==> src/rtl/adaptive_fir.sv <==
// Three-tap adaptive FIR datapath: tap delay line, Q1.15 filter output and
// saturated estimation error, with an error-aligned tap snapshot for the LMS updater.
module adaptive_fir #(
    parameter int NB_DATA = 16
) (
    input  logic                      i_clk,
    input  logic                      i_rst_n,
    input  logic                      i_valid,
    input  logic                      i_flush,
    input  logic signed [NB_DATA-1:0] i_x,
    input  logic signed [NB_DATA-1:0] i_d,
    input  logic signed [NB_DATA-1:0] i_h0,
    input  logic signed [NB_DATA-1:0] i_h1,
    input  logic signed [NB_DATA-1:0] i_h2,
    output logic                      o_valid,
    output logic signed [NB_DATA-1:0] o_y,
    output logic signed [NB_DATA-1:0] o_error,
    output logic signed [NB_DATA-1:0] o_x0,
    output logic signed [NB_DATA-1:0] o_x1,
    output logic signed [NB_DATA-1:0] o_x2
);

    localparam int NB_PROD  = 2 * NB_DATA;
    localparam int NB_TRUNC = NB_DATA + 1;
    localparam int NB_SUM   = NB_DATA + 2;
    localparam int NB_DIFF  = NB_DATA + 1;
    localparam logic signed [NB_DATA-1:0] SAT_MAX = {1'b0, {(NB_DATA-1){1'b1}}};
    localparam logic signed [NB_DATA-1:0] SAT_MIN = {1'b1, {(NB_DATA-1){1'b0}}};

    // Clamp a value of up to NB_SUM bits into NB_DATA bits; the value fits
    // exactly when every bit above the Q1.15 sign bit repeats that sign bit.
    function automatic logic signed [NB_DATA-1:0] f_sat(input logic signed [NB_SUM-1:0] v);
        logic [NB_SUM-NB_DATA:0] top;
        top = v[NB_SUM-1:NB_DATA-1];
        if ((&top) || !(|top)) return v[NB_DATA-1:0];
        return v[NB_SUM-1] ? SAT_MIN : SAT_MAX;
    endfunction

    // Stage 0: tap delay line and warm-up counter
    logic signed [NB_DATA-1:0] r_x0, r_x1, r_x2, r_d0;
    logic        [1:0]         r_fill;
    logic                      r_v0;
    logic        [1:0]         w_fill_next;

    assign w_fill_next = (r_fill == 2'd3) ? 2'd3 : r_fill + 2'd1;

    // NOTE: every pipeline register, outputs included, sits on the async reset so
    // o_valid drops the moment i_rst_n falls, not at the next clock edge.
    always_ff @(posedge i_clk or negedge i_rst_n) begin
        if (!i_rst_n) begin
            r_x0   <= '0;
            r_x1   <= '0;
            r_x2   <= '0;
            r_d0   <= '0;
            r_fill <= '0;
            r_v0   <= 1'b0;
        end else if (i_flush) begin
            r_x0   <= '0;
            r_x1   <= '0;
            r_x2   <= '0;
            r_fill <= '0;
            r_v0   <= 1'b0;
        end else if (i_valid) begin
            r_x0   <= i_x;
            r_x1   <= r_x0;
            r_x2   <= r_x1;
            r_d0   <= i_d;
            r_fill <= w_fill_next;
            r_v0   <= (w_fill_next == 2'd3);
        end else begin
            r_v0   <= 1'b0;
        end
    end

    // Stage 1: Q2.30 products truncated toward -inf by dropping 15 LSBs
    logic signed [NB_PROD-1:0]  w_prod0, w_prod1, w_prod2;
    logic signed [NB_TRUNC-1:0] w_trunc0, w_trunc1, w_trunc2;
    logic signed [NB_DATA-1:0]  r_p0, r_p1, r_p2, r_d1, r_s0, r_s1, r_s2;
    logic                       r_v1;

    assign w_prod0  = NB_PROD'(i_h0) * NB_PROD'(r_x0);
    assign w_prod1  = NB_PROD'(i_h1) * NB_PROD'(r_x1);
    assign w_prod2  = NB_PROD'(i_h2) * NB_PROD'(r_x2);
    assign w_trunc0 = w_prod0[NB_PROD-1:NB_DATA-1];
    assign w_trunc1 = w_prod1[NB_PROD-1:NB_DATA-1];
    assign w_trunc2 = w_prod2[NB_PROD-1:NB_DATA-1];

    always_ff @(posedge i_clk or negedge i_rst_n) begin
        if (!i_rst_n) begin
            r_p0 <= '0;
            r_p1 <= '0;
            r_p2 <= '0;
            r_d1 <= '0;
            r_s0 <= '0;
            r_s1 <= '0;
            r_s2 <= '0;
            r_v1 <= 1'b0;
        end else begin
            r_p0 <= f_sat(NB_SUM'(w_trunc0));
            r_p1 <= f_sat(NB_SUM'(w_trunc1));
            r_p2 <= f_sat(NB_SUM'(w_trunc2));
            r_d1 <= r_d0;
            r_s0 <= r_x0;
            r_s1 <= r_x1;
            r_s2 <= r_x2;
            r_v1 <= r_v0 && !i_flush;
        end
    end

    // Stage 2: accumulate, form error, present the aligned snapshot
    logic signed [NB_SUM-1:0]  w_sum;
    logic signed [NB_DATA-1:0] w_y_next;
    logic signed [NB_DIFF-1:0] w_diff;
    logic signed [NB_DATA-1:0] w_err_next;

    assign w_sum      = NB_SUM'(r_p0) + NB_SUM'(r_p1) + NB_SUM'(r_p2);
    assign w_y_next   = f_sat(w_sum);
    assign w_diff     = NB_DIFF'(r_d1) - NB_DIFF'(w_y_next);
    assign w_err_next = f_sat(NB_SUM'(w_diff));

    // A flush drops the sample sitting in stage 1 as well, so the strobe is
    // cleared while the data outputs keep their last values.
    always_ff @(posedge i_clk or negedge i_rst_n) begin
        if (!i_rst_n) begin
            o_valid <= 1'b0;
            o_y     <= '0;
            o_error <= '0;
            o_x0    <= '0;
            o_x1    <= '0;
            o_x2    <= '0;
        end else if (i_flush) begin
            o_valid <= 1'b0;
        end else begin
            o_valid <= r_v1;
            o_y     <= w_y_next;
            o_error <= w_err_next;
            o_x0    <= r_s0;
            o_x1    <= r_s1;
            o_x2    <= r_s2;
        end
    end

endmodule

==> config.mk <==
export PLATFORM = sky130hd
export DESIGN_NAME = adaptive_fir
export DESIGN_NICKNAME = d
export VERILOG_FILES = /design/src/rtl/adaptive_fir.sv
export SDC_FILE = /design/constraint.sdc
export NUM_CORES = 2
export LEC_CHECK = 0
export CORE_ASPECT_RATIO = 0.8
export CORE_MARGIN = 3
export CORE_UTILIZATION = 50
export CTS_BUF_LIST = sky130_fd_sc_hd__clkbuf_16
export CTS_CLUSTER_DIAMETER = 80
export DETAILED_ROUTE_END_ITERATION = 16
export DONT_BUFFER_PORTS = 1
export PLACE_DENSITY = 0.65
export SLEW_MARGIN = 20
export SYNTH_ARGS = -nofsm -noshare
export SYNTH_HDL_FRONTEND = slang
export SYNTH_SLANG_ARGS = --single-unit
==> constraint.sdc <==
create_clock -name i_clk -period 7.7 [get_ports i_clk]
set_input_delay 1.54 -clock i_clk [delete_from_list [all_inputs] [get_ports i_clk]]
set_output_delay 1.54 -clock i_clk [all_outputs]
set_load 0.05 [all_outputs]
### After elaboration in Yosys (flattened, before gate mapping)

Cells that the tools add are included.

* memory bits (writable): 0
* latch bits: 0
* input port bits: 84
* memories kept: 0
* flip-flop bits (word level): 261
* ROM bits: 0
* logic and storage cells: 86

* divide/modulo/power cells: 0
* multipliers: 3
* $lt $le $gt $ge: 0
* shifts and indexed selects: 0
* muxes and demuxes: 32
* add/subtract/negate cells: 4
* bitwise logic cells: 1
* reductions and logical operators: 24
* equality and inequality tests: 2

Operators by type and width (number)
* two-way mux 16 bit: 21
* multiplier 16 x 16 -> 32 bit: 3
* adder 17 x 16 -> 18 bit: 1
* adder 16 x 16 -> 17 bit: 1
* subtractor 16 x 16 -> 17 bit: 1
* AND reduction 2 bit: 5
* two-way mux 1 bit: 8
* OR reduction 2 bit: 4
* logical NOT 1 bit: 6
* two-way mux 2 bit: 3
* logical OR 1 bit: 5
* == test 2 bit (second input constant): 2
* AND reduction 3 bit: 1
* OR reduction 3 bit: 1
* adder 2 x 1 -> 2 bit (second input constant): 1
* nonzero test 2 bit: 1
* logical AND 1 bit: 1
* NOT 1 bit: 1

### Depth between registers and ports, before layout

* depth after elaboration: 13
* depth in mapped cells: 26

### Worst setup path before layout

OpenSTA, ideal clock, no wires.

* kind: in2reg
* start point: input i_h1[15]
* end point: register r_p1[9]
* buffers on the path: 3
* setup time: 0.119 ns
* setup slack: 0.098 ns
* arrival: 7.484 ns
* stages: 23
* path through: clkbuf_1 nand2_1 inv_1 fa_1 fa_1 fa_1 fa_1 fa_1 inv_1 fa_1 inv_1 ha_1 o21a_1 o21ai_0 nor2_1 o21ai_0 o21ai_1 a311o_1 xor2_1 and2_1 buf_2 buf_6 o21a_1

* word-level cells in the longest chain between the ends: 6
* elaborated cells on any way between the ends: 9
* classes of those cells: mul: 1; mux: 4; reduce/logical: 4

RTL lines
* start, declared: line 13 `input logic signed [NB_DATA-1:0] i_h1,`
* multiplier 16 x 16 -> 32 bit *: line 82 `assign w_prod1 = NB_PROD'(i_h1) * NB_PROD'(r_x1);`
* OR reduction 2 bit: line 35 `if ((&top) || !(|top)) return v[NB_DATA-1:0];`
* logical NOT 1 bit: line 35
* logical OR 1 bit: line 35
* two-way mux 1 bit: line 35
* two-way mux 16 bit *: line 36 `return v[NB_SUM-1] ? SAT_MIN : SAT_MAX;`
* end signal, assigned: line 100 `r_p1 <= f_sat(NB_SUM'(w_trunc1));`
* end, declared: line 78 `logic signed [NB_DATA-1:0] r_p0, r_p1, r_p2, r_d1, r_s0, r_s1, r_s2;`

Every way passes the cells marked *; elsewhere a longest branch is shown, timed or not. The select of a mux whose other input is x is not followed.
A chain may end at the register's enable or synchronous reset.

### Final worst setup path

* start point: register r_x1[2]
* end point: register r_p1[6]

* word-level cells in the longest chain between the ends: 6
* elaborated cells on any way between the ends: 9
* classes of those cells: mul: 1; mux: 4; reduce/logical: 4

RTL lines
* start, declared: line 40 `logic signed [NB_DATA-1:0] r_x0, r_x1, r_x2, r_d0;`
* start signal, assigned: line 65 `r_x1 <= r_x0;`
* multiplier 16 x 16 -> 32 bit *: line 82
* OR reduction 2 bit: line 35
* logical NOT 1 bit: line 35
* logical OR 1 bit: line 35
* two-way mux 1 bit: line 35
* two-way mux 16 bit *: line 36

Marked as above.

==> flow_metrics.tcl <==
set metrics [dict create \
    synthTopCellsByArea "fa_1, dfrtp_1, ha_1" \
    setup_viol 0 \
    place_congestion 0.884 \
    fin_crit_ps 7140 \
    drtPass1Iterations 5 \
    num_antenna_cells 0 \
    finalClockSkew_ps 15.9 \
    synth_area_um2 39200 \
    cts_resized 0 \
    ys.flop_type "dfrtp_1" \
    hold_viol 0 \
    synth_most_common_cell "inv_1" \
    p_seq_share_pct 16.9 \
    vias_per_cell 5.23 \
    cp_data_required_time_ps 8210 \
    ys_ff_latch 261 \
    syn_inst 3912 \
    reg2reg_to "r_p1[6]" \
    grt_max_degree 262 \
    drv_cap 0 \
    grt-ovfl-total 0 \
    p_sw_share_pct 50.9 \
    min_path_type "register to register" \
    reg2reg_from "r_x1[2]" \
    synthTopCellsByCount "inv_1, fa_1, nand2_1, and2_1, ha_1" \
    postSynthNetCount 5066 \
    antenna_found_initial 0 \
    p_per_area_nw_per_um2 328 \
    worstSetupPathType "register to register" \
    p_int_mw 6.67 \
    cts_made_buffers 36 \
    drc 0 \
    clockBufferDepth 3 \
    async_flop_share_pct 100 \
    cts.sinks 261 \
    grt_pass1_wl_um 156000 \
    clk_latency_ps 580 \
    start_kind "register" \
    switchingPower_mw 6.92 \
    grt_setup_unrepaired "false" \
    ir_worst_vdd_mv 0.732 \
    finalMaxSlewViolations 0 \
    status "finished clean" \
    post-route-cell-area_um2 41400 \
    post-cts-setup-buffer-count 0 \
    wl_per_cell_um 19.3 \
    power_frac_comb_pct 70.7 \
    nets 4999 \
    htreeDepth 2 \
    worst_pin_slew_ps 937 \
    tritoncts "yes" \
    path_clk_slew_ps 60 \
    syn_area_per_cell_um2 10.0 \
    synth_cell_types 78 \
    slew_headroom_pct 37.6 \
    dr.first_iter.drc_count 1593 \
    hold-path-endpoint "r_d1[14]" \
    clkPwrFrac_pct 12.4 \
    wl_um 94600 \
    rows 91 \
    hold_path_depth 0 \
    portBuffers 0 \
    synth_edf_count 0 \
    die_w_um 319 \
    max_freq_mhz 140 \
    antenna_left 0 \
    grt_pass1_vias 27300 \
    reg2reg_slack_ps 560 \
    finalCritPeriodShare_pct 92.7 \
    dp_hpwl_um 74800 \
    critPathArrivalTime_ps 7640 \
    start_util_pct 50.7 \
    die_area_um2 81900 \
    hp-start "r_d0[14]" \
    areaGrowthSynthToFinish_pct 5.63 \
    cts-root-buf "clkbuf_16" \
    power_mw 13.6 \
    end_kind "register" \
    p_leak_nw 21.7 \
    post_dp_cell_area_um2 40200 \
    setup_tns_ps 0 \
    core_area_um2 77400 \
    drive_gt1_share_pct 5.37 \
    ys_warn_count 0 \
    synth_top_area_share_pct 40.9 \
    vias 25600 \
    ctsHoldBuffers 0 \
    synth_top_cell_by_area "fa_1" \
    reg2regPathDepth 19 \
    yosysSeqAreaShare_pct 16.7 \
    io_pins 165 \
    grt_use_total_pct 24.1 \
    worstPathMaxFanout 19 \
    die_h_um 257 \
]
-- placed cells by master, fill, tap and decap left out, drive strengths merged, types with 4 or more instances in the layout --
master,count
nor2,132
a31oi,12
clkinvlp,4
nor3,16
or2,7
or4,4
fa,801
nor2b,9
and3,6
nand4,12
a311o,7
o31a,4
o31ai,5
or3,4
ha,269
a21o,36
nand3,14
xnor2,72
o221a,11
mux2i,50
clkbuf,36
a2111oi,4
o21a,32
inv,893
o211ai,5
o21ai,57
dfrtp,261
a21oi,88
and2,365
nand2,404
nand2b,29
a31o,4
mux2,67
a211oi,11
o21bai,8
buf,47
a221o,10
xor2,29
clkinv,12
-- power by group through the flow --
stage / registers, mW / clock network [mW] / logic (mW)
finish: 2.30 / 1.68 / 9.60
global route: 2.32 / 1.78 / 10.6
CTS: 2.31 / 1.73 / 9.52
detailed placement: 2.33 / 0 / 9.48
global placement: 2.33 / 0 / 9.35
floorplan: 2.20 / 0 / 7.32
-- sequential cells by signal, summed over array words and instances (netlist names), 2 cells and up --
register / cells
o_x1: 16
r_s1: 16
r_s0: 16
o_x0: 16
r_p1: 16
r_d0: 16
r_x2: 16
r_fill: 2
r_x1: 16
r_d1: 16
r_s2: 16
r_p0: 16
r_x0: 16
o_error: 16
o_y: 16
o_x2: 16
r_p2: 16
-- critical path, stage by stage (launching register included) --
cell and delay, ps:
dfrtp_1 940, nand2_1 180, fa_1 550, fa_1 460, fa_1 560, inv_1 60
fa_1 490, fa_1 490, inv_1 50, fa_1 470, inv_1 40, ha_1 330
a211oi_1 270, o21bai_1 190, o41a_1 450, o2111ai_1 130, o21ai_1 110, a311o_1 390
a31oi_2 660, o21a_1 210
-- how the worst max path moves through the flow --
| stage | startpoint | end | slack [ps] | cells past startpoint |
|---|---|---|---|---|
| floorplan | i_h1[15] | r_p1[9] | 100 | 23 |
| global route | r_x1[2] | r_p1[1] | 210 | 19 |
| detailed placement | i_h1[11] | r_p1[12] | 50 | 20 |
| global placement | i_h2[15] | r_p2[14] | 140 | 20 |
| finish | r_x1[2] | r_p1[6] | 560 | 19 |
| CTS | r_x1[2] | r_p1[6] | 590 | 19 |
-- cell type report --
type                            count  area, um2
Clock inverter                     30        295
Tap cell                         1023       1280
Timing Repair Buffer               47        353
Multi-Input combinational cell   2618      28800
Sequential cell                   261       6530
Inverter                          881       3310
Fill cell                        6858      36000
Clock buffer                       36        901
-- layer usage --
layer,vias to the layer above,global-route usage (%),wire length [um]
li1,11600,-,-
met1,13200,36.2,44200
met2,708,36.6,41700
met3,92,4.92,7150
met4,0,4.52,1510
met5,-,0,0
-- kinds of logic (layout without fill, tap and decap cells) --
group,Yosys count,count (layout),synth area share [%]
multiplexers,117,117,3.20
adder cells (fa/ha/maj),1070,1070,49.5
AND/OR/NAND/NOR,1012,1012,12.7
XOR/XNOR,101,101,2.26
buffers and inverters,1033,994,10.0
flip-flops,261,261,16.7
AO/OA/AOI/OAI,318,318,5.69
-- metrics by stage --
stage	instances	utilization, %	worst slack, ps	hold slack [ps]
after global placement	4830	52.0	140	353
after CTS	4896	53.5	590	372
after detailed placement	4830	52.0	45.6	358
after floorplan	3912	-	97.6	350
after global routing	4896	53.5	208	382
final	4896	53.5	564	369
No activity file was read; power rests on OpenSTA's default activity.
